$ cat src/rtl/stereo_tx_pkg.sv
// Shared definitions for the disparity stream transmitter.
// Lane count, disparity width and the layout of one FIFO entry
// ({user, last, keep, data}, low to high: data, keep, last, user).
// The user bit exists only when DISP_TX_SOF_EN is defined.
package stereo_tx_pkg;

  // Byte lanes in an output word of width ow.
  function automatic int lane_count(input int ow);
    return ow / 8;
  endfunction

  // Bits needed to carry one disparity in the range 0..d-1.
  function automatic int disp_bits(input int d);
    return (d > 1) ? $clog2(d) : 1;
  endfunction

  localparam int LAST_W = 1;
`ifdef DISP_TX_SOF_EN
  localparam int USER_W = 1;
`else
  localparam int USER_W = 0;
`endif

  // Field positions inside a FIFO entry.
  function automatic int keep_lsb(input int ow);
    return ow;
  endfunction

  function automatic int last_pos(input int ow);
    return ow + lane_count(ow);
  endfunction

  function automatic int user_pos(input int ow);
    return last_pos(ow) + LAST_W;
  endfunction

  function automatic int entry_width(input int ow);
    return ow + lane_count(ow) + LAST_W + USER_W;
  endfunction

endpackage

$ cat src/rtl/sync_fifo_sv.sv
// Synchronous FIFO with a registered show-ahead head.
// The head register always holds the oldest entry, so a word written
// into an empty FIFO is presented on the very next cycle. Capacity is
// DEPTH entries including the head. A write while full is accepted only
// if the head is popped in the same cycle; otherwise the caller must
// treat it as dropped.
module sync_fifo_sv #(
  parameter int W     = 8,
  parameter int DEPTH = 16
) (
  input  logic         clk_i,
  input  logic         rst_ni,
  input  logic         wr_en_i,
  input  logic [W-1:0] wr_data_i,
  input  logic         rd_ready_i,
  output logic [W-1:0] rd_data_o,
  output logic         full_o,
  output logic         empty_o
);

  localparam int AW = (DEPTH > 1) ? $clog2(DEPTH) : 1;

  logic [W-1:0]  mem_q [DEPTH];
  logic [AW-1:0] wr_ptr_q;
  logic [AW-1:0] rd_ptr_q;
  logic [AW-1:0] rd_next_ptr;
  logic [AW:0]   count_q;
  logic [W-1:0]  head_q;
  logic          head_valid_q;
  logic          pop;
  logic          push;

  assign full_o      = (count_q == (AW+1)'(DEPTH));
  assign empty_o     = !head_valid_q;
  assign rd_data_o   = head_q;
  assign pop         = head_valid_q && rd_ready_i;
  assign push        = wr_en_i && (!full_o || pop);
  assign rd_next_ptr = rd_ptr_q + 1'b1;

  // Storage array write port; no reset so it maps onto block RAM.
  always_ff @(posedge clk_i) begin
    if (push) begin
      mem_q[wr_ptr_q] <= wr_data_i;
    end
  end

  // Pointers, occupancy and the registered head word.
  always_ff @(posedge clk_i or negedge rst_ni) begin
    if (!rst_ni) begin
      wr_ptr_q     <= '0;
      rd_ptr_q     <= '0;
      count_q      <= '0;
      head_q       <= '0;
      head_valid_q <= 1'b0;
    end else begin
      if (push) begin
        wr_ptr_q <= wr_ptr_q + 1'b1;
      end
      if (pop) begin
        rd_ptr_q <= rd_next_ptr;
      end
      case ({push, pop})
        2'b10:   count_q <= count_q + 1'b1;
        2'b01:   count_q <= count_q - 1'b1;
        default: count_q <= count_q;
      endcase
      if (!head_valid_q) begin
        // Empty: the incoming word goes straight to the head.
        if (push) begin
          head_q       <= wr_data_i;
          head_valid_q <= 1'b1;
        end
      end else if (pop) begin
        if (count_q >= (AW+1)'(2)) begin
          // The following entry is already in the array.
          head_q <= mem_q[rd_next_ptr];
        end else if (push) begin
          // Last entry leaves while a new one arrives: bypass.
          head_q <= wr_data_i;
        end else begin
          head_valid_q <= 1'b0;
        end
      end
    end
  end

endmodule

$ cat src/rtl/disparity_stream_tx.sv
// Disparity stream transmitter: packs one disparity per valid cycle into
// byte lanes of OW-bit words, queues the words and sends them over a
// valid/ready stream with per-row tlast and tkeep.
// Optional feature macro: DISP_TX_SOF_EN adds o_tuser (start of frame,
// set on the first word of row 0) and a row counter 0..ROWS-1.
module disparity_stream_tx
  import stereo_tx_pkg::*;
#(
  parameter int D          = 64,
  parameter int M          = 450,
  parameter int OW         = 32,
  parameter int FIFO_DEPTH = 16,
  parameter int ROWS       = 375
) (
  input  logic                    i_clk,
  input  logic                    i_rstn,
  input  logic                    i_dval,
  input  logic [disp_bits(D)-1:0] i_data,
  output logic [OW-1:0]           o_tdata,
  output logic [OW/8-1:0]         o_tkeep,
  output logic                    o_tlast,
  output logic                    o_tvalid,
  input  logic                    i_tready,
  output logic                    o_overflow
`ifdef DISP_TX_SOF_EN
  ,
  output logic                    o_tuser
`endif
);

  localparam int L  = lane_count(OW);
  localparam int LW = (L > 1) ? $clog2(L) : 1;
  localparam int CW = (M > 1) ? $clog2(M) : 1;
  localparam int EW = entry_width(OW);

  // Packer state.
  logic [LW-1:0] lane_q;
  logic [CW-1:0] col_q;
  logic [OW-1:0] word_q;
  logic [OW-1:0] word_d;
  logic [L-1:0]  keep_d;
  logic          word_done;
  logic          row_end;

  // Completed word waiting one cycle before entering the FIFO.
  logic          push_q;
  logic [OW-1:0] push_data_q;
  logic [L-1:0]  push_keep_q;
  logic          push_last_q;

  logic          overflow_q;
  logic          fifo_full;
  logic          fifo_empty;
  logic          fifo_pop;
  logic [EW-1:0] fifo_wr_data;
  logic [EW-1:0] fifo_rd_data;

  assign row_end   = (col_q == CW'(M - 1));
  assign word_done = (lane_q == LW'(L - 1)) || row_end;

  // Insert the zero-extended sample into its lane; lanes up to the current
  // one are marked valid.
  for (genvar gi = 0; gi < L; gi++) begin : g_lane
    assign word_d[8*gi +: 8] = (int'(lane_q) == gi) ? 8'(i_data) : word_q[8*gi +: 8];
    assign keep_d[gi]        = (int'(lane_q) >= gi);
  end

  // Packer: lane/column tracking and registration of completed words.
  always_ff @(posedge i_clk or negedge i_rstn) begin
    if (!i_rstn) begin
      lane_q      <= '0;
      col_q       <= '0;
      word_q      <= '0;
      push_q      <= 1'b0;
      push_data_q <= '0;
      push_keep_q <= '0;
      push_last_q <= 1'b0;
    end else begin
      push_q <= 1'b0;
      if (i_dval) begin
        if (word_done) begin
          push_q      <= 1'b1;
          push_data_q <= word_d;
          push_keep_q <= keep_d;
          push_last_q <= row_end;
          word_q      <= '0;
          lane_q      <= '0;
        end else begin
          word_q <= word_d;
          lane_q <= lane_q + 1'b1;
        end
        col_q <= row_end ? '0 : col_q + 1'b1;
      end
    end
  end

  assign fifo_pop = !fifo_empty && i_tready;

  // Sticky overflow: a registered word found the FIFO full with no pop.
  always_ff @(posedge i_clk or negedge i_rstn) begin
    if (!i_rstn) begin
      overflow_q <= 1'b0;
    end else if (push_q && fifo_full && !fifo_pop) begin
      overflow_q <= 1'b1;
    end
  end

`ifdef DISP_TX_SOF_EN
  localparam int RW = (ROWS > 1) ? $clog2(ROWS) : 1;

  logic [RW-1:0] row_q;
  logic          push_user_q;

  // Row counter advances on every tlast word; start of frame is the first
  // word of row 0 (the only word that can end before column L).
  always_ff @(posedge i_clk or negedge i_rstn) begin
    if (!i_rstn) begin
      row_q       <= '0;
      push_user_q <= 1'b0;
    end else if (i_dval && word_done) begin
      push_user_q <= (row_q == '0) && (col_q < CW'(L));
      if (row_end) begin
        row_q <= (row_q == RW'(ROWS - 1)) ? '0 : row_q + 1'b1;
      end
    end
  end

  assign fifo_wr_data = {push_user_q, push_last_q, push_keep_q, push_data_q};
  assign o_tuser      = fifo_rd_data[user_pos(OW)];
`else
  assign fifo_wr_data = {push_last_q, push_keep_q, push_data_q};
`endif

  sync_fifo_sv #(
    .W     (EW),
    .DEPTH (FIFO_DEPTH)
  ) u_fifo (
    .clk_i      (i_clk),
    .rst_ni     (i_rstn),
    .wr_en_i    (push_q),
    .wr_data_i  (fifo_wr_data),
    .rd_ready_i (i_tready),
    .rd_data_o  (fifo_rd_data),
    .full_o     (fifo_full),
    .empty_o    (fifo_empty)
  );

  assign o_tdata    = fifo_rd_data[OW-1:0];
  assign o_tkeep    = fifo_rd_data[keep_lsb(OW) +: L];
  assign o_tlast    = fifo_rd_data[last_pos(OW)];
  assign o_tvalid   = !fifo_empty;
  assign o_overflow = overflow_q;

endmodule

$ cat config.mk
export PLATFORM = sky130hd
export DESIGN_NAME = disparity_stream_tx
export DESIGN_NICKNAME = d
export VERILOG_FILES = /design/src/rtl/stereo_tx_pkg.sv /design/src/rtl/sync_fifo_sv.sv /design/src/rtl/disparity_stream_tx.sv
export SDC_FILE = /design/constraint.sdc
export NUM_CORES = 1
export LEC_CHECK = 0
export CAP_MARGIN = 20
export CORE_ASPECT_RATIO = 1.2
export CORE_MARGIN = 5
export CORE_UTILIZATION = 60
export DETAILED_ROUTE_END_ITERATION = 7
export PLACE_DENSITY = 0.77
export SLEW_MARGIN = 20
export SYNTH_ARGS = -nofsm -noshare
export SYNTH_HDL_FRONTEND = slang
export SYNTH_SLANG_ARGS = --single-unit
$ cat constraint.sdc
create_clock -name i_clk -period 6.8 [get_ports i_clk]
set_input_delay 0.68 -clock i_clk [delete_from_list [all_inputs] [get_ports i_clk]]
set_output_delay 0.68 -clock i_clk [all_outputs]
set_load 0.02 [all_outputs]
==> results by group, run 1 <==
Synthesis
  • Share of flip-flops with an asynchronous set or reset: 18.3%
  • Synth Area in Adders: 0.715%
  • Yosys top cell by area: edfxtp_1
  • Compound-cell area share of the yosys netlist: 6.41%
  • Ys flop type: edfxtp_1
  • Register area share after synthesis: 75.4%
  • Synthesized netlist net count: 1461
  • Mapped Cells: 1435
  • Post-synth EDFFs: 592
  • Syn_area_per_cell: 19.5 um2
  • Post-synthesis mux area share: 12.9%
  • Top cell type's share of synthesized area: 63.5%
  • Synthesis-stage register bit count: 725
  • Ys Warns: 0
  • Largest cells by area after synthesis: edfxtp_1, mux4_2, dfrtp_1
  • XOR/XNOR share of the synthesized area: 0.532%
  • Synth Area in Simple Gates: 2.57%
  • Post-synthesis cell area: 0.0280 mm2
  • Synth unique cells: 54
  • Largest family of logic cells by synthesized area: multiplexers

Clock network
  • Postcts setup bufs: 0
  • Clk slew on worst S/H paths: 0.07 ns
  • Clk buf depth: 3
  • Clk Latency, worst-skew pair: 0.59 ns
  • Clk root buf: clkbuf_16
  • CTS tree: yes
  • # resized after CTS: 0
  • CTS buffer count: 67
  • Cts hold-fix bufs: 0
  • CTS sink count: 725
  • H-tree depth: 3

Floorplanning
  • Die height: 247 um
  • IO Pins: 49
  • Die area: 0.0511 mm2
  • Chip width: 207 um
  • Core region area: 0.0461 mm2
  • # rows: 86
  • Starting density of the core: 60.8%

STA
  • Worst slew pin tran: 0.931 ns
  • Max frequency: 0.303 GHz
  • Relative slew slack: 37.9%
  • Max Transition Viols Final: 0
  • RSZ-0062 raised after global routing: false
  • Tmin final: 3.30 ns
  • Period Utilization, post-route: 48.5%
  • Final setup fails: 0
  • Hold Vio Cnt, Final: 0
  • Setup_tns: 0 ns
  • Clock Skew: 0.0200 ns

Critical path
  • R2R cell count: 10
  • Kind of end point of the critical path: flip-flop
  • Crit Path Class: reg -> reg
  • Worst Path Max Fanout: 9
  • Worst endpoint required time: 7.30 ns
  • Critical R2R Launch: u_fifo.count_q[2]
  • Worst Path Arrival: 3.80 ns
  • Startpoint types: flip-flop
  • R2R Setup Slk: 3.50 ns
  • R2R Path End: u_fifo.count_q[4]

Route
  • Routed length per placed instance: 30.3 um
  • Antenna viol nets, final: 0
  • DRT Wirelength: 65500 um
  • Vias: 14.6k
  • Drt first pass iters: 5
  • DRC violations left: 0
  • Initial DRC count: 1807
  • Vias per std cell: 6.76

Global route
  • Pin count of the biggest net entering global routing: 139
  • Global-route wire length before repair: 98100 um
  • Vias in the first global route: 15.3k
  • GRT Util Overall: 25.9%
  • Initial antenna violation count: 1
  • Global route total overflow: 0

Final layout
  • Register area: 0.0211 mm2
  • Layout cells sized above 1: 19.8%
  • Multi-input combinational cell area: 0.00657 mm2
  • Commonest non-fill, non-tap cells in the layout: edfxtp_1, mux4_2, dfrtp_1
  • Filler cell count: 2941
  • Layout Cells excl Fill: 2161
  • Design Area, Final: 0.0314 mm2
  • Area Growth Syn to Fin: 12.1%
  • Final Util: 68.1%
  • Nets@finish: 1517
  • Most common cell after layout, fill and taps aside: edfxtp_1

Flow run
  • Max-cap viol count: 0

Min path
  • Worst hold path type: in -> async

Power and ir drop
  • Power density over the cells: 431 mW/mm2
  • LEAKAGE: 10.5 nW
  • Power Total: 13.5 mW
  • VDD IR max: 606 uV

Place
  • Placed Cells: 2037
  • Port buffer count: 48
  • Detailed placement HPWL: 31500 um
  • DP Area: 0.0292 mm2
  • RePlAce Congestion: 0.796

Outcome
  • Status: completed
## how the worst max path moves through the flow
stage                        from              endpoint  depth (start not counted)
2_1_floorplan            i_tready     u_fifo.count_q[4]                         11
3_3_place_gp             i_tready     u_fifo.count_q[4]                         12
3_5_place_dp             i_tready     u_fifo.count_q[4]                         12
4_1_cts        u_fifo.rd_ptr_q[0]  u_fifo.rd_data_o[14]                          6
5_1_grt         u_fifo.count_q[2]     u_fifo.count_q[4]                         10
6_report        u_fifo.count_q[2]     u_fifo.count_q[4]                         10
## logic make-up after synthesis
kind of cell	after synthesis
compound gates	264
buf+inv	97
simple gates	141
xor+xnor	17
fa+ha+maj	16
mux	175
flops	725
## critical path: stages, from the launching register on
cell and delay [ns]:
dfrtp_1 0.44, or3_1 0.53, o41ai_4 0.61, ha_1 0.43, xor2_1 0.11, ha_1 0.22, o21a_1 0.17, o22a_1 0.18
a21oi_1 0.17, mux2i_1 0.23, xnor2_1 0.14
## routing by layer
metal	GRT usage (%)	wire, um	vias up
met5	0	0	-
li1	-	-	5985
met2	45.8	34900	789
met4	9.67	2310	0
met1	32.8	23500	7688
met3	4.11	4770	155
## per-stage QoR
stage / setup slack, ns / hold slack, ns
after detailed placement: 3.00 / 0.470
after floorplan: 3.73 / 0.384
after global placement: 3.07 / 0.465
final: 3.50 / 0.127
after CTS: 3.20 / 0.160
after global routing: 3.28 / 0.203
## cell usage after synthesis, drive strengths merged (16+ instances only)
master  count
a22oi      38
edfxtp    592
a221o      36
buf        39
dfrtp     133
a31oi      36
mux2i      26
o21ai     112
a22o       20
clkbuf     48
nand2      62
ha         16
and2       31
mux4      148
## cell type report
cell class	count	area share, %
antenna	1	0.00798
inverter	10	0.120
timing repair buffer	74	2.30
clock inverter	31	0.726
sequential	725	67.3
tap	616	2.46
multi-input combinational	613	20.9
clock buffer	91	6.17
## flip-flops by register name, indices dropped and copies added (netlist names), 2 cells and up
| name | count |
|---|---|
| col_q | 9 |
| lane_q | 2 |
| push_data_q | 32 |
| push_keep_q | 4 |
| u_fifo.count_q | 5 |
| u_fifo.mem_q | 592 |
| u_fifo.rd_data_o | 37 |
| u_fifo.rd_ptr_q | 4 |
| u_fifo.wr_ptr_q | 4 |
| word_q | 32 |
## where the power goes
part,internal (mW),switching (mW)
Clock,2.12,1.58
Combinational,1.74,2.00
Sequential,5.48,0.604
Total,9.33,4.18
Note: power is estimated with default switching activity, not from simulation.
==> run 2: changes to the inputs <==
==> constraint.sdc (replaced) <==
create_clock -name i_clk -period 3.1 [get_ports i_clk]
set_input_delay 0.31 -clock i_clk [delete_from_list [all_inputs] [get_ports i_clk]]
set_output_delay 0.31 -clock i_clk [all_outputs]
set_load 0.02 [all_outputs]
==> run 2 against run 1 <==
Largest power group unchanged. Clock power is 130% higher. Critical path type unchanged. Global-route usage is 0.14 points higher. First-iteration DRC count is 13% lower. Cell area is 1.6% higher. Largest cell class unchanged. Maximum frequency is 14% higher.
==> results by group, run 2 (same netlist as run 1, synthesis figures left out) <==
Final layout
  • Register area: 0.0211 mm2
  • Multi-input combinational cell area: 0.00656 mm2
  • # diodes: 0
  • Nets@finish: 1542
  • Area Growth Syn to Fin: 13.9%
  • Filler cell count: 2819
  • Design Area, Final: 0.0319 mm2
  • Max reg flops: 592
  • Commonest non-fill, non-tap cells in the layout: edfxtp_1, mux4_2, dfrtp_1
  • Most common cell after layout, fill and taps aside: edfxtp_1
  • Final Util: 69.2%
  • Layout Cells excl Fill: 2188
  • Reg with most FFs: u_fifo.mem_q
  • Layout cells sized above 1: 21.5%

Power and ir drop
  • LEAKAGE: 10.7 nW
  • Power density over the cells: 946 mW/mm2
  • Sw Pwr: 9.29 mW
  • Sw Share: 30.8%
  • Power Total: 30.2 mW
  • Seq pwr share: 44.0%
  • Logic pwr share: 28.2%
  • VDD IR max: 823 uV
  • Clk pwr share: 27.8%
  • Int Power: 20.9 mW

Critical path
  • Worst endpoint required time: 3.61 ns
  • Worst Path Max Fanout: 6
  • R2R Path End: u_fifo.count_q[4]
  • Critical R2R Launch: u_fifo.count_q[2]
  • Crit Path Class: reg -> reg
  • Kind of end point of the critical path: flip-flop
  • Startpoint types: flip-flop
  • Worst Path Arrival: 3.40 ns
  • R2R cell count: 10
  • CP Capture Point: u_fifo.count_q[4]
  • Setup crit start: u_fifo.count_q[2]
  • R2R Setup Slk: 0.21 ns

Floorplanning
  • # rows: 86
  • Core region area: 0.0461 mm2
  • Starting density of the core: 60.8%
  • Chip width: 207 um
  • Die area: 0.0511 mm2
  • Die height: 247 um
  • IO Pins: 49

Clock network
  • Clk buf depth: 3
  • CTS buffer count: 68
  • Postcts setup bufs: 0
  • Clk root buf: clkbuf_16
  • CTS tree: yes
  • H-tree depth: 3
  • CTS sink count: 725
  • Clk Latency, worst-skew pair: 0.60 ns
  • Clk slew on worst S/H paths: 0.07 ns

STA
  • Worst slew pin tran: 1.11 ns
  • Hold Vio Cnt, Final: 0
  • RSZ-0062 raised after global routing: false
  • Min Hold Slack: 0.259 ns
  • Max frequency: 0.346 GHz
  • Max Transition Viols Final: 0
  • Clock Skew: 0.0179 ns
  • Final setup margin: 0.209 ns
  • Tmin final: 2.89 ns
  • Relative slew slack: 26.0%
  • Final setup fails: 0
  • Setup_tns: 0 ns
  • Period Utilization, post-route: 93.3%

Place
  • Placed Cells: 2061
  • Worst slack, placed: 0.235 ns
  • DP Area: 0.0296 mm2
  • Port buffer count: 48
  • Detailed placement HPWL: 34400 um
  • RePlAce Congestion: 0.770

Route
  • DRC violations left: 0
  • Vias: 14.7k
  • Routed length per placed instance: 30.0 um
  • DRT Wirelength: 65600 um
  • Vias per std cell: 6.73
  • Drt first pass iters: 7
  • Initial DRC count: 1568
  • Antenna viol nets, final: 0

Global route
  • M3 GR Usage: 4.34%
  • Met2 usage: 44.2%
  • GRT Util Overall: 26.0%
  • Initial antenna violation count: 0
  • GR Layer Usage met1: 33.8%
  • Pin count of the biggest net entering global routing: 63
  • Vias in the first global route: 15.3k
  • Most Crowded Layer GR: met2
  • Global route total overflow: 0
  • Global-route wire length before repair: 98900 um

Outcome
  • Status: completed

Min path
  • Worst hold path type: in -> async

Flow run
  • Max-cap viol count: 0
==> run 2: changes by cell type in the layout (fill, tap and decap cells not counted), moves of 3 or more <==
cell,before,now
buf_12,2,23
clkbuf_8,2,7
clkinv_1,11,6
clkbuf_16,74,70
buf_4,23,26
bufinv_16,3,6
inv_6,1,4
==> run 2: worst min path at each step <==
stage / endpoint / slack [ns] / cells past startpoint
finish: u_fifo.rd_data_o[30] / 0.26 / 2
global route: u_fifo.count_q[2] / 0.31 / 2
CTS: push_data_q[24] / 0.26 / 2
detailed placement: u_fifo.rd_data_o[30] / 0.34 / 1
global placement: u_fifo.rd_data_o[30] / 0.33 / 1
floorplan: col_q[0] / 0.01 / 0
==> run 2: per-layer routing <==
layer | part of all wire, % | wire (um)
met1 | 36 | 23900
met2 | 52 | 33900
met3 | 7.6 | 5010
met4 | 4.3 | 2800
met5 | 0 | 0
==> run 2: critical path: stages (launching register included) <==
cell and delay [ns]:
dfrtp_1 0.45, or3_4 0.47, o41ai_4 0.30, ha_1 0.27, xor2_1 0.11, ha_1 0.23
o21a_1 0.18, o22a_1 0.20, a21oi_1 0.20, mux2i_1 0.24, xnor2_1 0.15
==> run 2: power by group through the flow <==
stage | sequential, mW | clock [mW] | combinational, mW
global placement | 13.3 | 0 | 8.30
CTS | 13.2 | 8.51 | 8.54
detailed placement | 13.4 | 0 | 8.43
floorplan | 13.2 | 0 | 5.63
finish | 13.3 | 8.40 | 8.50
global route | 13.4 | 8.95 | 9.04
==> run 2: cell type report <==
| cell class | instances | area share, % |
|---|---|---|
| Sequential cell | 725 | 66.2 |
| Inverter | 10 | 0.118 |
| Clock inverter | 33 | 1.09 |
| Timing Repair Buffer | 98 | 3.60 |
| Clock buffer | 93 | 5.98 |
| Multi-Input combinational cell | 613 | 20.6 |
| Tap cell | 616 | 2.42 |
==> run 2: what timing repair did <==
item,in CTS,in global routing
hold buffers,1,0
gates resized for setup,0,1
hold endpoints to repair,53,0
setup endpoints to repair,0,1
==> run 3: changes to the inputs <==
--- a/config.mk
+++ b/config.mk
@@ -8,10 +8,12 @@
 export CAP_MARGIN = 20
 export CORE_ASPECT_RATIO = 1.2
 export CORE_MARGIN = 5
-export CORE_UTILIZATION = 60
+export CORE_UTILIZATION = 56
 export DETAILED_ROUTE_END_ITERATION = 7
-export PLACE_DENSITY = 0.77
+export PLACE_DENSITY = 0.76
+export SETUP_SLACK_MARGIN = 0.02
 export SLEW_MARGIN = 20
 export SYNTH_ARGS = -nofsm -noshare
 export SYNTH_HDL_FRONTEND = slang
 export SYNTH_SLANG_ARGS = --single-unit
+export TNS_END_PERCENT = 100
==> constraint.sdc (replaced) <==
create_clock -name i_clk -period 2.5 [get_ports i_clk]
set_input_delay 0.25 -clock i_clk [delete_from_list [all_inputs] [get_ports i_clk]]
set_output_delay 0.25 -clock i_clk [all_outputs]
set_load 0.02 [all_outputs]
==> run 3 against run 2 <==
Register-to-register slack lost 0.24 ns. Die area up 6.8%. Wire length increased by 3.8%. Clock-buffer cell count rose by 3. Combinational power is 40% higher. Sequential cell count did not move. The run now ends with setup timing left. Cell area grew 2.4%.
==> results by group, run 3 (same netlist as run 1, synthesis figures left out) <==
Route
  • Routed length per placed instance: 30.2 um
  • DRT Wirelength: 68100 um
  • Antenna viol nets, final: 0
  • Vias: 14.9k
  • DRC violations left: 0
  • Vias per std cell: 6.61
  • Drt first pass iters: 7
  • Initial DRC count: 1738

STA
  • Min Hold Slack: 0.169 ns
  • Relative slew slack: 44.4%
  • Tmin final: 2.53 ns
  • Period Utilization, post-route: 101%
  • Setup_tns: -0.0346 ns
  • Final setup margin: -0.0324 ns
  • Max Transition Viols Final: 0
  • Max frequency: 0.395 GHz
  • Worst slew pin tran: 0.829 ns
  • Hold Vio Cnt, Final: 0
  • Final setup fails: 2
  • Clock Skew: 0.0255 ns
  • RSZ-0062 raised after global routing: true

Critical path
  • Kind of end point of the critical path: flip-flop
  • Worst Path Arrival: 3.04 ns
  • Worst Path Max Fanout: 3
  • Critical R2R Launch: u_fifo.count_q[2]
  • Setup crit start: u_fifo.count_q[2]
  • Crit Path Class: reg -> reg
  • Worst endpoint required time: 3.01 ns
  • Startpoint types: flip-flop

Clock network
  • H-tree depth: 3
  • CTS sink count: 725
  • Clk root buf: clkbuf_16
  • Clk slew on worst S/H paths: 0.06 ns
  • CTS tree: yes
  • Clk Latency, worst-skew pair: 0.60 ns
  • Clk buf depth: 3
  • CTS buffer count: 68

Outcome
  • Failing checks: setup timing
  • Status: complete, but fails checks

Final layout
  • Most common cell after layout, fill and taps aside: edfxtp_1
  • Commonest non-fill, non-tap cells in the layout: edfxtp_1, mux4_2, dfrtp_1
  • Area Growth Syn to Fin: 16.6%
  • Design Area, Final: 0.0326 mm2
  • Multi-input combinational cell area: 0.00662 mm2
  • Layout Cells excl Fill: 2256
  • Final Util: 66.2%
  • # diodes: 0
  • Max reg flops: 592
  • Filler cell count: 3116
  • Register area: 0.0211 mm2
  • Layout cells sized above 1: 24.2%
  • Reg with most FFs: u_fifo.mem_q
  • Nets@finish: 1589

Place
  • Detailed placement HPWL: 37500 um
  • RePlAce Congestion: 0.761
  • Worst slack, placed: -0.179 ns
  • Port buffer count: 48
  • DP Area: 0.0302 mm2
  • Placed Cells: 2122

Floorplanning
  • Die height: 255 um
  • Die area: 0.0546 mm2
  • Starting density of the core: 56.8%
  • IO Pins: 49
  • Core region area: 0.0493 mm2
  • # rows: 89
  • Chip width: 214 um

Global route
  • Pin count of the biggest net entering global routing: 69
  • GRT Util Overall: 25.0%
  • Global route total overflow: 0
  • Initial antenna violation count: 0
  • Vias in the first global route: 15.7k
  • Global-route wire length before repair: 102000 um

Power and ir drop
  • LEAKAGE: 11.1 nW
  • Power density over the cells: 1190 mW/mm2
  • Power Total: 38.8 mW
  • VDD IR max: 571 uV

Min path
  • Worst hold path type: in -> async

Flow run
  • Max-cap viol count: 0
-- run 3: cell types whose count changed in the layout (fill, tap and decap cells not counted), sizes merged --
cell      before  now
a21oi          8    9
and2          31   32
buf           50   94
bufinv         6    5
clkbuf        93   97
clkinv        21   20
clkinvlp       2    4
inv           14   11
-- run 3: final timing paths --
check                                      to  slack [ns]  cells past startpoint
max                         u_fifo.count_q[4]       -0.03                     10
min                         u_fifo.count_q[2]        0.17                      2
max reg2reg                 u_fifo.count_q[4]       -0.03                     10
min reg2reg                        o_overflow        0.48                      1
max in group asynchronous          word_q[15]        1.56                      3
min in group i_clk         u_fifo.rd_ptr_q[0]        0.43                      4
-- run 3: report_power, final --
part / switching (mW) / leakage [nW] / total (mW) / internal, mW
registers: 1.55 / 7.06 / 16.5 / 14.9
logic: 6.13 / 2.89 / 11.9 / 5.78
clock network: 4.42 / 1.11 / 10.5 / 6.05
-- run 3: layout make-up --
cell class	instances	area share (%)
clock buffers	96	6.01
clock inverters	30	0.989
inverters	10	0.115
multi-input cells	615	20.3
flip-flops and latches	725	64.7
well taps	637	2.44
repair buffers	143	5.48
-- run 3: per-layer routing --
metal | share of wire, % | GRT usage (%) | vias up
met1 | 36 | 31.4 | 7874
met3 | 6.8 | 3.99 | 153
li1 | - | - | 6141
met2 | 53 | 43.9 | 740
met5 | 0 | 0 | -
met4 | 4.2 | 11.1 | 0
-- run 3: worst max-delay path, cell delays in order, from the launching register on --
cell	delay, ns
dfrtp_1	0.38
or3_4	0.41
o41ai_4	0.25
ha_2	0.24
xor2_1	0.07
ha_2	0.18
o21a_1	0.17
o22a_1	0.20
a21oi_2	0.13
mux2i_1	0.26
xnor2_1	0.16
-- run 3: repair_timing --
item / CTS / global route
gates cloned: 1 / 2
setup buffers: 4 / 0
hold buffers: 1 / 0
gates resized for setup: 2 / 7
pin swaps: 4 / 2
setup endpoints to repair: 20 / 39
hold endpoints to repair: 42 / 0
